<file path="src/rtl/uart_bridge_if.sv">
// Core-side byte handshake between the processor and the UART bridge.
// The core is the master; the bridge answers on the slave modport.
interface uart_bridge_if;
  logic [7:0] uart_in_data;
  logic       uart_in_valid;
  logic       uart_in_ready;
  logic       uart_out_valid;
  logic [7:0] uart_out_data;
  logic       uart_out_ready;

  modport master (
    output uart_in_data, uart_in_valid, uart_out_valid,
    input  uart_in_ready, uart_out_data, uart_out_ready
  );

  modport slave (
    input  uart_in_data, uart_in_valid, uart_out_valid,
    output uart_in_ready, uart_out_data, uart_out_ready
  );
endinterface

</file>
<file path="src/rtl/uart_bridge.sv">
// Byte-level 8N1 UART endpoint with TX and RX FIFOs between the core handshake
// and the board pins.
module uart_bridge #(
  parameter int CLK_PER_BIT = 868,
  parameter int FIFO_DEPTH  = 16
) (
  input  logic         clk,
  input  logic         reset,
  uart_bridge_if.slave bus,
  output logic         txd,
  input  logic         rxd,
  output logic         rx_overflow
);
  localparam int AW = $clog2(FIFO_DEPTH);
  localparam int CW = $clog2(CLK_PER_BIT);
  localparam logic [CW-1:0] BIT_LAST  = CW'(CLK_PER_BIT - 1);
  localparam logic [CW-1:0] HALF_LAST = CW'(CLK_PER_BIT / 2 - 1);
  localparam logic [CW-1:0] CNT_ONE   = CW'(1);
  localparam logic [AW:0]   PTR_ONE   = (AW+1)'(1);

  typedef enum logic [1:0] {TX_IDLE, TX_START, TX_DATA, TX_STOP} tx_state_t;
  typedef enum logic [2:0] {RX_IDLE, RX_START, RX_DATA, RX_STOP, RX_WAIT_HIGH} rx_state_t;

  logic [7:0]  r_tx_mem [FIFO_DEPTH];
  logic [AW:0] r_tx_wptr, r_tx_rptr;
  logic [7:0]  r_rx_mem [FIFO_DEPTH];
  logic [AW:0] r_rx_wptr, r_rx_rptr;
  logic        w_tx_full, w_tx_empty, w_tx_push, w_tx_pop;
  logic        w_rx_full, w_rx_empty, w_rx_push, w_rx_pop, w_rx_drop;

  logic        r_in_ready, r_out_ready;
  logic [7:0]  r_out_data;

  tx_state_t   r_tx_state, w_tx_state_next;
  logic [CW-1:0] r_tx_baud;
  logic [2:0]  r_tx_bit;
  logic [7:0]  r_tx_shift;
  logic        w_tx_bit_end;

  rx_state_t   r_rx_state, w_rx_state_next;
  logic        r_rx_sync1, r_rx_sync2, w_rxs;
  logic [CW-1:0] r_rx_cnt;
  logic [2:0]  r_rx_bit;
  logic [7:0]  r_rx_shift;
  logic        r_rx_ovf, w_rx_tick, w_rx_tick_half;

  // Extra wrap bit distinguishes full from empty when the indices match.
  assign w_tx_empty = (r_tx_wptr == r_tx_rptr);
  assign w_tx_full  = (r_tx_wptr[AW] != r_tx_rptr[AW]) && (r_tx_wptr[AW-1:0] == r_tx_rptr[AW-1:0]);
  assign w_rx_empty = (r_rx_wptr == r_rx_rptr);
  assign w_rx_full  = (r_rx_wptr[AW] != r_rx_rptr[AW]) && (r_rx_wptr[AW-1:0] == r_rx_rptr[AW-1:0]);

  assign w_tx_push = bus.uart_in_valid && !r_in_ready && !w_tx_full;
  assign w_rx_pop  = bus.uart_out_valid && !r_out_ready && !w_rx_empty;

  assign bus.uart_in_ready  = r_in_ready;
  assign bus.uart_out_ready = r_out_ready;
  assign bus.uart_out_data  = r_out_data;
  assign rx_overflow        = r_rx_ovf;
  assign txd = (r_tx_state == TX_START) ? 1'b0 :
               (r_tx_state == TX_DATA)  ? r_tx_shift[0] : 1'b1;

  always_ff @(posedge clk) begin
    if (w_tx_push) r_tx_mem[r_tx_wptr[AW-1:0]] <= bus.uart_in_data;
    if (w_rx_push) r_rx_mem[r_rx_wptr[AW-1:0]] <= r_rx_shift;
  end

  always_ff @(posedge clk) begin
    if (reset) begin
      r_tx_wptr   <= '0;
      r_tx_rptr   <= '0;
      r_rx_wptr   <= '0;
      r_rx_rptr   <= '0;
      r_in_ready  <= 1'b0;
      r_out_ready <= 1'b0;
      r_out_data  <= '0;
    end else begin
      r_in_ready  <= w_tx_push;
      r_out_ready <= w_rx_pop;
      if (w_tx_push) r_tx_wptr <= r_tx_wptr + PTR_ONE;
      if (w_tx_pop)  r_tx_rptr <= r_tx_rptr + PTR_ONE;
      if (w_rx_push) r_rx_wptr <= r_rx_wptr + PTR_ONE;
      if (w_rx_pop) begin
        r_rx_rptr  <= r_rx_rptr + PTR_ONE;
        r_out_data <= r_rx_mem[r_rx_rptr[AW-1:0]];
      end
    end
  end

  assign w_tx_bit_end = (r_tx_baud == BIT_LAST);

  always_comb begin
    w_tx_state_next = r_tx_state;
    w_tx_pop        = 1'b0;
    case (r_tx_state)
      TX_IDLE: if (!w_tx_empty) begin
        w_tx_state_next = TX_START;
        w_tx_pop        = 1'b1;
      end
      TX_START: if (w_tx_bit_end) w_tx_state_next = TX_DATA;
      TX_DATA:  if (w_tx_bit_end && r_tx_bit == 3'd7) w_tx_state_next = TX_STOP;
      TX_STOP: if (w_tx_bit_end) begin
        // Chain straight into the next frame so queued bytes leave no idle gap.
        if (!w_tx_empty) begin
          w_tx_state_next = TX_START;
          w_tx_pop        = 1'b1;
        end else begin
          w_tx_state_next = TX_IDLE;
        end
      end
      default: w_tx_state_next = TX_IDLE;
    endcase
  end

  always_ff @(posedge clk) begin
    if (reset) begin
      r_tx_state <= TX_IDLE;
      r_tx_baud  <= '0;
      r_tx_bit   <= '0;
      r_tx_shift <= '0;
    end else begin
      r_tx_state <= w_tx_state_next;
      if (r_tx_state == TX_IDLE || w_tx_bit_end) r_tx_baud <= '0;
      else r_tx_baud <= r_tx_baud + CNT_ONE;
      if (w_tx_pop) begin
        r_tx_shift <= r_tx_mem[r_tx_rptr[AW-1:0]];
        r_tx_bit   <= '0;
      end else if (r_tx_state == TX_DATA && w_tx_bit_end) begin
        r_tx_shift <= {1'b0, r_tx_shift[7:1]};
        r_tx_bit   <= r_tx_bit + 3'd1;
      end
    end
  end

  assign w_rxs          = r_rx_sync2;
  assign w_rx_tick      = (r_rx_cnt == BIT_LAST);
  assign w_rx_tick_half = (r_rx_cnt == HALF_LAST);

  always_comb begin
    w_rx_state_next = r_rx_state;
    w_rx_push       = 1'b0;
    w_rx_drop       = 1'b0;
    case (r_rx_state)
      RX_IDLE:  if (!w_rxs) w_rx_state_next = RX_START;
      RX_START: if (w_rx_tick_half) w_rx_state_next = w_rxs ? RX_IDLE : RX_DATA;
      RX_DATA:  if (w_rx_tick && r_rx_bit == 3'd7) w_rx_state_next = RX_STOP;
      RX_STOP: if (w_rx_tick) begin
        if (w_rxs) begin
          w_rx_state_next = RX_IDLE;
          w_rx_push       = !w_rx_full;
          w_rx_drop       = w_rx_full;
        end else begin
          w_rx_state_next = RX_WAIT_HIGH;
        end
      end
      RX_WAIT_HIGH: if (w_rxs) w_rx_state_next = RX_IDLE;
      default: w_rx_state_next = RX_IDLE;
    endcase
  end

  always_ff @(posedge clk) begin
    if (reset) begin
      r_rx_sync1 <= 1'b1;
      r_rx_sync2 <= 1'b1;
      r_rx_state <= RX_IDLE;
      r_rx_cnt   <= '0;
      r_rx_bit   <= '0;
      r_rx_shift <= '0;
      r_rx_ovf   <= 1'b0;
    end else begin
      r_rx_sync1 <= rxd;
      r_rx_sync2 <= r_rx_sync1;
      r_rx_state <= w_rx_state_next;
      if (r_rx_state == RX_IDLE || w_rx_state_next != r_rx_state || w_rx_tick) r_rx_cnt <= '0;
      else r_rx_cnt <= r_rx_cnt + CNT_ONE;
      if (r_rx_state == RX_START) begin
        r_rx_bit <= '0;
      end else if (r_rx_state == RX_DATA && w_rx_tick) begin
        r_rx_shift <= {w_rxs, r_rx_shift[7:1]};
        r_rx_bit   <= r_rx_bit + 3'd1;
      end
      if (w_rx_drop) r_rx_ovf <= 1'b1;
    end
  end
endmodule
</file>
<file path="src/flat_wrapper.sv">
// flat-port wrapper written by rule: the top's interface ports become plain ports
module uart_bridge_flat 
#(
  parameter int CLK_PER_BIT = 868,
  parameter int FIFO_DEPTH  = 16
)
  (clk, reset, txd, rxd, rx_overflow, bus_uart_in_data, bus_uart_in_valid, bus_uart_out_valid, bus_uart_in_ready, bus_uart_out_data, bus_uart_out_ready);
  uart_bridge_if bus_i ();
  input  logic clk;
  input  logic reset;
  output logic txd;
  input  logic rxd;
  output logic rx_overflow;
  input wire logic [$bits(bus_i.uart_in_data)-1:0] bus_uart_in_data;
  input wire logic [$bits(bus_i.uart_in_valid)-1:0] bus_uart_in_valid;
  input wire logic [$bits(bus_i.uart_out_valid)-1:0] bus_uart_out_valid;
  output wire logic [$bits(bus_i.uart_in_ready)-1:0] bus_uart_in_ready;
  output wire logic [$bits(bus_i.uart_out_data)-1:0] bus_uart_out_data;
  output wire logic [$bits(bus_i.uart_out_ready)-1:0] bus_uart_out_ready;
  assign bus_i.uart_in_data = bus_uart_in_data;
  assign bus_i.uart_in_valid = bus_uart_in_valid;
  assign bus_i.uart_out_valid = bus_uart_out_valid;
  assign bus_uart_in_ready = bus_i.uart_in_ready;
  assign bus_uart_out_data = bus_i.uart_out_data;
  assign bus_uart_out_ready = bus_i.uart_out_ready;
  uart_bridge #(.CLK_PER_BIT(CLK_PER_BIT), .FIFO_DEPTH(FIFO_DEPTH)) u_core (.clk(clk), .reset(reset), .bus(bus_i), .txd(txd), .rxd(rxd), .rx_overflow(rx_overflow));
endmodule
</file>
<file path="config.mk">
export PLATFORM = sky130hd
export DESIGN_NAME = uart_bridge_flat
export DESIGN_NICKNAME = d
export VERILOG_FILES = /design/src/rtl/uart_bridge_if.sv /design/src/rtl/uart_bridge.sv /design/src/flat_wrapper.sv
export SDC_FILE = /design/constraint.sdc
export NUM_CORES = 1
export LEC_CHECK = 0
export ABC_AREA = 1
export BUFFER_PORTS_ARGS = -buffer_cell sky130_fd_sc_hd__buf_2
export CORE_AREA = 2 2 164 166
export DETAILED_ROUTE_END_ITERATION = 16
export DIE_AREA = 0 0 166 168
export PLACE_DENSITY_LB_ADDON = 0.25
export SLEW_MARGIN = 30
export SYNTH_ARGS = -nofsm -noshare
export SYNTH_HDL_FRONTEND = slang
export SYNTH_SLANG_ARGS = --single-unit
</file>
<file path="constraint.sdc">
create_clock -name clk -period 4 [get_ports clk]
set_input_delay 0.8 -clock clk [delete_from_list [all_inputs] [get_ports clk]]
set_output_delay 0.8 -clock clk [all_outputs]
set_load 0.01 [all_outputs]
</file>
# Word level (Yosys, flattened, before mapping)
# Memories as Yosys holds them, arrays and structs flattened. A register that Yosys moved wholly into a read port is not among the register bits.
# Index checks and enable logic that the tools add are counted.
dict set report totals {
  ram_bits 256
  word_cells 111
  n_memories 2
  out_inout_bits 12
  in_bits 13
  ff_bits 72
}
# name depth width rd rd_ports_with_merged_regs write_ports line_no
set memory_table {}
lappend memory_table {u_core.r_rx_mem 16 8 1 1 1 uart_bridge.sv:26} ;# logic [7:0] r_rx_mem [FIFO_DEPTH];
lappend memory_table {u_core.r_tx_mem 16 8 1 1 1 uart_bridge.sv:24} ;# logic [7:0] r_tx_mem [FIFO_DEPTH];
dict set report classes {
  mux 33
  addsub 8
  n_eq_ne 23
  bitwise_logic 1
  reduce_logical 27
}
# op count
set op_table {}
lappend op_table {{adder 10 x 1 -> 10 bit, second input constant} 2}
lappend op_table {{adder 5 x 1 -> 5 bit, second input constant} 4}
lappend op_table {{== test 10 bit, second input constant} 2}
lappend op_table {{two-way mux 3 bit} 6}
lappend op_table {{two-way mux 8 bit} 2}
lappend op_table {{two-way mux 1 bit} 15}
lappend op_table {{one-hot mux 3 bit (5 select lines)} 1}
lappend op_table {{== test 10 x 9 -> 1 bit, second input constant} 1}
lappend op_table {{== test 5 bit} 2}
lappend op_table {{logical AND 1 bit} 10}
lappend op_table {{two-way mux 2 bit} 5}
lappend op_table {{== test 3 bit, second input constant} 3}
lappend op_table {{== test 4 bit} 2}
lappend op_table {{two-way mux 4 bit} 2}
lappend op_table {{one-hot mux 2 bit (4 select lines)} 1}
lappend op_table {{OR reduction 2 bit} 4}
lappend op_table {{adder 3 x 1 -> 3 bit, second input constant} 2}
lappend op_table {{== test 3 x 2 -> 1 bit, second input constant} 2}
lappend op_table {{zero test 1 bit} 5}
lappend op_table {{== test 2 bit, second input constant} 2}
lappend op_table {{!= test 2 x 1 -> 1 bit, second input constant} 2}
lappend op_table {{!= test 2 bit, second input constant} 2}
lappend op_table {{AND reduction 4 bit} 1}
lappend op_table {{== test 3 x 1 -> 1 bit, second input constant} 1}
lappend op_table {{10 further kinds} 13}

# Logic depth before layout (Yosys ltp)
# Gate-level depths: netlist of the first run.
dict set report depth {
  depth_word 8
  mapped_depth 12
}

# Worst setup path after synthesis of the first run
# No wires, ideal clock.
dict set report synth_path {
  kind {register -> register}
  startpoint {register u_core.r_rx_cnt[0]}
  endpoint {memory u_core.r_rx_mem[12][0], enable pin}
  required_ps 3617
  setup_time_ps 383
  t_arrival_ps 1903
  n_path_buf 1
  path_slack_ps 1714
  path_stages_with_launch 9
  synth_period_minus_slack_ps 2286
  cell_sequence {dfxtp_1 ha_1 inv_1 nor2_2 nand4_1 nor2_2 nand2_2 buf_6 nor3_1}
}
dict set report synth_via {
  elab_chain_cells 5
}
# item line_no
set synth_lines {}
lappend synth_lines {{start, declared} uart_bridge.sv:42} ;# logic [CW-1:0] r_rx_cnt;
lappend synth_lines {{start signal, assigned} uart_bridge.sv:175} ;# else r_rx_cnt <= r_rx_cnt + CNT_ONE;
lappend synth_lines {{== test 10 bit} uart_bridge.sv:136} ;# assign w_rx_tick = (r_rx_cnt == BIT_LAST);
lappend synth_lines {{two-way mux 1 bit} uart_bridge.sv:147} ;# RX_STOP: if (w_rx_tick) begin
lappend synth_lines {{two-way mux 1 bit} uart_bridge.sv:143} ;# case (r_rx_state)
lappend synth_lines {{two-way mux 1 bit} uart_bridge.sv:65} ;# if (w_rx_push) r_rx_mem[r_rx_wptr[AW-1:0]] <= r_rx_shift;
lappend synth_lines {{two-way mux 1 bit (not written as such)} uart_bridge.sv:65}
lappend synth_lines {{end, declared} uart_bridge.sv:26}
# No other way between the ends.

# Worst setup path in the final report of the first run
dict set report layout_path {
  startpoint {register u_core.r_rx_rptr[1]}
  endpoint {memory u_core.r_rx_mem[3][6], enable pin}
}
dict set report layout_via {
  elab_chain_cells 8
}
# item line_no
set layout_lines {}
lappend layout_lines {{start, declared} uart_bridge.sv:27} ;# logic [AW:0] r_rx_wptr, r_rx_rptr;
lappend layout_lines {{start signal, assigned} uart_bridge.sv:84} ;# r_rx_rptr <= r_rx_rptr + PTR_ONE;
lappend layout_lines {{== test 4 bit} uart_bridge.sv:51} ;# assign w_rx_full = (r_rx_wptr[AW] != r_rx_rptr[AW]) && (r_rx_wptr[AW-1:0] == r_rx_rptr[AW-1:0]);
lappend layout_lines {{logical AND 1 bit} uart_bridge.sv:51}
lappend layout_lines {{zero test 1 bit} uart_bridge.sv:150} ;# w_rx_push = !w_rx_full;
lappend layout_lines {{two-way mux 1 bit} uart_bridge.sv:148} ;# if (w_rxs) begin
lappend layout_lines {{two-way mux 1 bit} uart_bridge.sv:147}
lappend layout_lines {{two-way mux 1 bit} uart_bridge.sv:143}
lappend layout_lines {{two-way mux 1 bit} uart_bridge.sv:65}
lappend layout_lines {{two-way mux 1 bit (not written as such)} uart_bridge.sv:65}
# No other way between the ends.

==> reports/results.txt, run 1 <==
Final HPWL DP: 19.6 mm
post-layout instance area: 0.0157 mm²
DR vias: 9564
post_cts resized: 0
fin nets: 1394
latest clock arrival within the worst-skew pair: 530 ps
grt ovf: 0
largest net degree at the start of global routing: 67
DR vias/cell: 5.53
XOR/XNOR Fraction of Synth Area: 0.0136
GPL Wtd Cong: 0.900
Synth top area share: 0.542
# port buffers: 24
Seq. cell area: 0.00937 mm²
first-pass GRT wire length: 49.7 mm
Final Max Tran Viols: 0
hold slack: 410 ps
buffer depth of the longest clock path: 3
final non-filler cell total: 1728
syn nets: 1376
clk sinks: 340
final hold viol count: 0
Die Width: 166 µm
initial antenna violation count: 0
CP Cell Sequence: inv_2 > nand2_1 > nand2_1 > nor2_2 > nand3_2 > nand4_1 > nor2_1
Post-Synth Simple-Gate Area: 0.167
Wirelength per Cell: 18.1 µm
Syn Std Cell Area: 0.0142 mm²
number of max-cap violations: 0
peak supply drop: 0.403 mV
number of top-level pins: 25
Worst Setup SP: u_core.r_rx_rptr[1]$_SDFFE_PP0P_
CP max FO: 26
drt total wl: 31.3 mm
Synth warnings: 0
measured slew at the worst slew-check pin: 961 ps
Final period util: 0.648
register bit total from synthesis: 340
arrival time at the worst endpoint: 2730 ps
Worst Path Buf+Inv: 1
GRT Overall Usage: 0.226
Req. time, crit path: 4130 ps
die height: 168 µm
synthesized instance count: 1341
CTS tree: built
Synth Area in Adders: 0.0194
CTS Hold Bufs: 0
most frequent cells in the layout: nor2_1, edfxtp_1, nand2_1
area leader, netlist: edfxtp_1
Crit path top cell by count: nand2_1
Post-DP Area: 0.0145 mm²
Final Util: 0.596
Area Growth Syn to Fin: 10.7%
largest family of logic cells by synthesized area: simple AND/OR/NAND/NOR gates
register area share after synthesis: 0.660
hold_sp: u_core.r_rx_sync1$_SDFF_PP1_
Fmax achieved: 386 MHz
CP Class: flip-flop to flip-flop
Std-Cell Core Area: 0.0264 mm²
min cycle time layout: 2590 ps
CP max stage cell: nor2_1
critical path capture point type: flip-flop
worst hold path class: flip-flop to flip-flop
area of the multi-input gates: 0.00424 mm²
number of CTS-inserted buffers: 36
Leakage Power: 5.30 nW
unrepaired setup endpoints after global routing: false
Setup WS pre-CTS: 1280 ps
CP top delay family: simple AND/OR/NAND/NOR gates
total power: 8.42 mW
crit start category: flip-flop
Placed Cells: 1662
setup_tns: 0 ps
slew margin rel.: 0.359
P per Cell Area: 536 mW/mm²
Starting Density: 0.538
status: completed
Site Rows: 60
reg2reg start: u_core.r_rx_rptr[1]$_SDFFE_PP0P_
# setup viols final: 0
ANT cells: 0
post-synthesis mux area share: 0
vias in the first global route: 9242
drt drc: 0
synthesized area per cell: 10.6 µm²
Die ar.: 0.0279 mm²
CP peak stage delay: 690 ps
Iter 0 DRT Violations: 911
distinct cell type count after synthesis: 36
most common cell after layout, fill and taps aside: nor2_1
Synth Area in Compound Gates: 0.0984
final worst slack: 1410 ps
clock slew at the register clock pins of the worst setup and hold paths: 60 ps
Synth area leaders: edfxtp_1, dfxtp_1, nor2_1
FILL cells: 2136
setup repair bufs after CTS: 0
Worst Skew: 27.0 ps
number of nets with antenna violations after routing: 0
Root Driver: clkbuf_16
DRT Pass-1 Iters: 6
H-tree depth: 2
layout cells sized above 1: 0.0966
## power breakdown
part	leakage [nW]	internal (mW)	switching, mW	total, mW
clock	0.558	1.87	1.33	3.21
sequential	2.72	3.87	0.0704	3.94
combinational	2.02	0.375	0.899	1.27
total	5.30	6.12	2.30	8.42
## cells by family after synthesis
group           count (synthesis)
compound gates                259
buf+inv                       132
simple gates                  566
flops                         340
fa+ha+maj                      22
xor+xnor                       22
## Yosys cell counts (all sizes together)
master	count
nor2	288
edfxtp	256
nand2	177
o21ai	169
dfxtp	84
inv	70
nand3	64
a21oi	43
clkbuf	32
buf	29
ha	22
o22ai	22
nor3	18
o211ai	17
xor2	13
nand4	10
xnor2	9
o221ai	8
or2	4
nand3b	2
and2	1
clkinv	1
nor3b	1
or3	1
## state kept, by name, indices dropped and copies added, names as in the netlist, 3 cells and up, named ones only
name / count
u_core.r_tx_baud: 10
u_core.r_rx_cnt: 10
u_core.r_tx_shift: 8
u_core.r_tx_rptr: 5
u_core.r_rx_mem: 128
u_core.r_tx_bit: 3
u_core.r_rx_wptr: 5
u_core.r_tx_mem: 128
u_core.r_rx_rptr: 5
u_core.bus.uart_out_data: 8
u_core.r_tx_wptr: 5
u_core.r_rx_state: 3
u_core.r_rx_shift: 8
u_core.r_rx_bit: 3
## worst paths after layout
check	to	cells after the start	slack, ps
worst max-delay path	u_core.r_rx_mem[3][6]$_DFFE_PP_	7	1410
worst max register to register	u_core.r_rx_mem[3][6]$_DFFE_PP_	7	1410
worst min register to register	u_core.r_rx_sync2$_SDFF_PP1_	1	410
worst min-delay path	u_core.r_rx_sync2$_SDFF_PP1_	1	410
## routing by layer
layer  share of wire  wire [µm]  global-route usage  vias to the layer above
met3           0.067       2090              0.0376                       67
met1            0.44      13800               0.312                     4485
met5               0          0                   0                        -
met2            0.46      14500               0.368                      330
li1                -          -                   -                     4682
met4           0.030        949              0.0737                        0
## layout make-up
cell class	instances	area share
Sequential cell	340	0.597
Inverter	71	0.0171
Tap cell	341	0.0272
Clock inverter	20	0.0105
Multi-Input combinational cell	869	0.270
Timing Repair Buffer	41	0.0158
Clock buffer	46	0.0624
Power figures use the tool's default switching activity.
==> inputs of run 2 (changes only) <==
Clock period 4 ns to 2.6 ns, I/O delays scaled along.
==> reports/results.txt, run 2 (same netlist as run 1, synthesis figures left out) <==
clock slew at the register clock pins of the worst setup and hold paths: 60 ps (about the same)
Die ar.: 0.0279 mm² (unchanged)
critical path capture point type: flip-flop (unchanged)
status: completed (unchanged)
vias in the first global route: 9394 (was 9242)
Worst Skew: 37.2 ps (was 27.0 ps)
crit start category: flip-flop (unchanged)
DRT Pass-1 Iters: 5 (was 6)
Wirelength per Cell: 18.0 µm (was 18.1 µm)
most common cell after layout, fill and taps aside: nor2_1 (unchanged)
post-layout instance area: 0.0159 mm² (was 0.0157 mm²)
die height: 168 µm (unchanged)
Req. time, crit path: 2800 ps (was 4130 ps)
final non-filler cell total: 1759 (was 1728)
Placed Cells: 1695 (was 1662)
worst min-delay path endpoint: u_core.r_rx_sync1$_SDFF_PP1_ (was u_core.r_rx_sync2$_SDFF_PP1_)
Site Rows: 60 (unchanged)
total power: 12.8 mW (was 8.42 mW)
CTS tree: built (unchanged)
min cycle time layout: 2410 ps (was 2590 ps)
first-pass GRT wire length: 49.7 mm (about the same)
# setup viols final: 0 (unchanged)
P per Cell Area: 807 mW/mm² (was 536 mW/mm²)
reg2reg start: u_core.r_rx_cnt[0]$_SDFF_PP0_ (was u_core.r_rx_rptr[1]$_SDFFE_PP0P_)
GRT Overall Usage: 0.226 (about the same)
post_cts resized: 0 (unchanged)
CTS Hold Bufs: 0 (unchanged)
GPL Wtd Cong: 0.813 (was 0.900)
worst hold path class: input port to flip-flop (was flip-flop to flip-flop)
H-tree depth: 2 (unchanged)
drt drc: 0 (unchanged)
R2R Setup Slk: 190 ps (was 1410 ps)
Final HPWL DP: 20.1 mm (was 19.6 mm)
Final period util: 0.927 (was 0.648)
Leakage Power: 5.45 nW (was 5.30 nW)
CP Class: flip-flop to flip-flop (unchanged)
layout cells sized above 1: 0.112 (was 0.0966)
DR vias/cell: 5.61 (was 5.53)
Iter 0 DRT Violations: 977 (was 911)
final hold viol count: 0 (unchanged)
initial antenna violation count: 0 (unchanged)
buffer depth of the longest clock path: 3 (unchanged)
ANT cells: 0 (unchanged)
number of max-cap violations: 0 (unchanged)
Root Driver: clkbuf_16 (unchanged)
unrepaired setup endpoints after global routing: false (unchanged)
Std-Cell Core Area: 0.0264 mm² (unchanged)
Fmax achieved: 415 MHz (was 386 MHz)
number of CTS-inserted buffers: 36 (unchanged)
fin nets: 1427 (was 1394)
drt total wl: 31.6 mm (was 31.3 mm)
Area Growth Syn to Fin: 12.0% (was 10.7%)
largest net degree at the start of global routing: 67 (unchanged)
number of nets with antenna violations after routing: 0 (unchanged)
latest clock arrival within the worst-skew pair: 530 ps (about the same)
Final Max Tran Viols: 0 (unchanged)
setup_tns: 0 ps (unchanged)
DR vias: 9866 (was 9564)
clk sinks: 340 (unchanged)
CP max FO: 13 (was 26)
setup repair bufs after CTS: 0 (unchanged)
number of top-level pins: 25 (unchanged)
# port buffers: 24 (unchanged)
measured slew at the worst slew-check pin: 898 ps (was 961 ps)
worst r2r dst: u_core.r_rx_mem[5][3]$_DFFE_PP_ (was u_core.r_rx_mem[3][6]$_DFFE_PP_)
slew margin rel.: 0.400 (was 0.359)
arrival time at the worst endpoint: 2610 ps (was 2730 ps)
Hold Crit Depth: 2 (was 1)
Post-DP Area: 0.0148 mm² (was 0.0145 mm²)
Die Width: 166 µm (unchanged)
worst reg-to-reg path cell count: 8 (was 7)
Starting Density: 0.538 (unchanged)
most frequent cells in the layout: nor2_1, edfxtp_1, nand2_1 (unchanged)
hold_sp: rxd (was u_core.r_rx_sync1$_SDFF_PP1_)
peak supply drop: 0.822 mV (was 0.403 mV)
hold slack: 197 ps (was 410 ps)
grt ovf: 0 (unchanged)
## run 2: changes by cell type in the layout (fill, tap and decap cells not counted), moves of 2 or more
cell        delta
buf_4         +32
clkbuf_1       +5
clkinvlp_4     -3
clkinv_2       -2
nor3_1         +2
nor3_2         -2
## run 2: worst max-delay path by stage
stage | to | startpoint | slack [ps] | cells after the start
global placement | u_core.r_rx_mem[5][6]$_DFFE_PP_ | u_core.r_rx_cnt[0]$_SDFF_PP0_ | 300 | 8
floorplan | u_core.r_rx_mem[12][0]$_DFFE_PP_ | u_core.r_rx_cnt[0]$_SDFF_PP0_ | 310 | 8
CTS | u_core.r_rx_mem[5][6]$_DFFE_PP_ | u_core.r_rx_cnt[0]$_SDFF_PP0_ | 220 | 8
detailed placement | u_core.r_rx_mem[5][6]$_DFFE_PP_ | u_core.r_rx_cnt[0]$_SDFF_PP0_ | 250 | 8
finish | u_core.r_rx_mem[5][3]$_DFFE_PP_ | u_core.r_rx_cnt[0]$_SDFF_PP0_ | 190 | 8
global route | u_core.r_rx_mem[5][0]$_DFFE_PP_ | u_core.r_rx_cnt[0]$_SDFF_PP0_ | 9 | 8
## run 2: layout make-up
cell class | count | area [µm²]
fillers | 2130 | 10500
flip-flops and latches | 340 | 9370
multi-input cells | 869 | 4230
clock buffers | 51 | 987
repair buffers | 74 | 508
well taps | 341 | 427
inverters | 71 | 267
clock inverters | 13 | 100
## run 2: critical path: stages (launching register included)
cell     delay (ps)
dfxtp_1         390
ha_1            240
inv_1            70
nor2_2          170
nand4_1         180
nor2_2          230
nand2_2         250
nor3_1          360
buf_4           220
## run 2: through the flow
| step | util | worst slack (ps) |
|---|---|---|
| 2_1_floorplan | - | 314 |
| 3_3_place_gp | 0.562 | 300 |
| 3_5_place_dp | 0.562 | 254 |
| 4_1_cts | 0.603 | 220 |
| 5_1_grt | 0.603 | 9.46 |
| 6_report | 0.603 | 189 |
## run 2: where the power goes
group          total [mW]  internal, mW  switching [mW]
registers            6.08          5.95           0.129
clock network        4.76          2.75            2.01
logic                1.99         0.628            1.37
total                12.8          9.33            3.50
## run 2: layer usage
layer	global-route usage	vias up	wire length (µm)	part of all wire
met1	0.297	4752	13500	0.43
li1	-	4737	-	-
met3	0.0353	73	1720	0.055
met5	0	-	0	0
met2	0.386	304	15300	0.48
met4	0.0802	0	1030	0.033
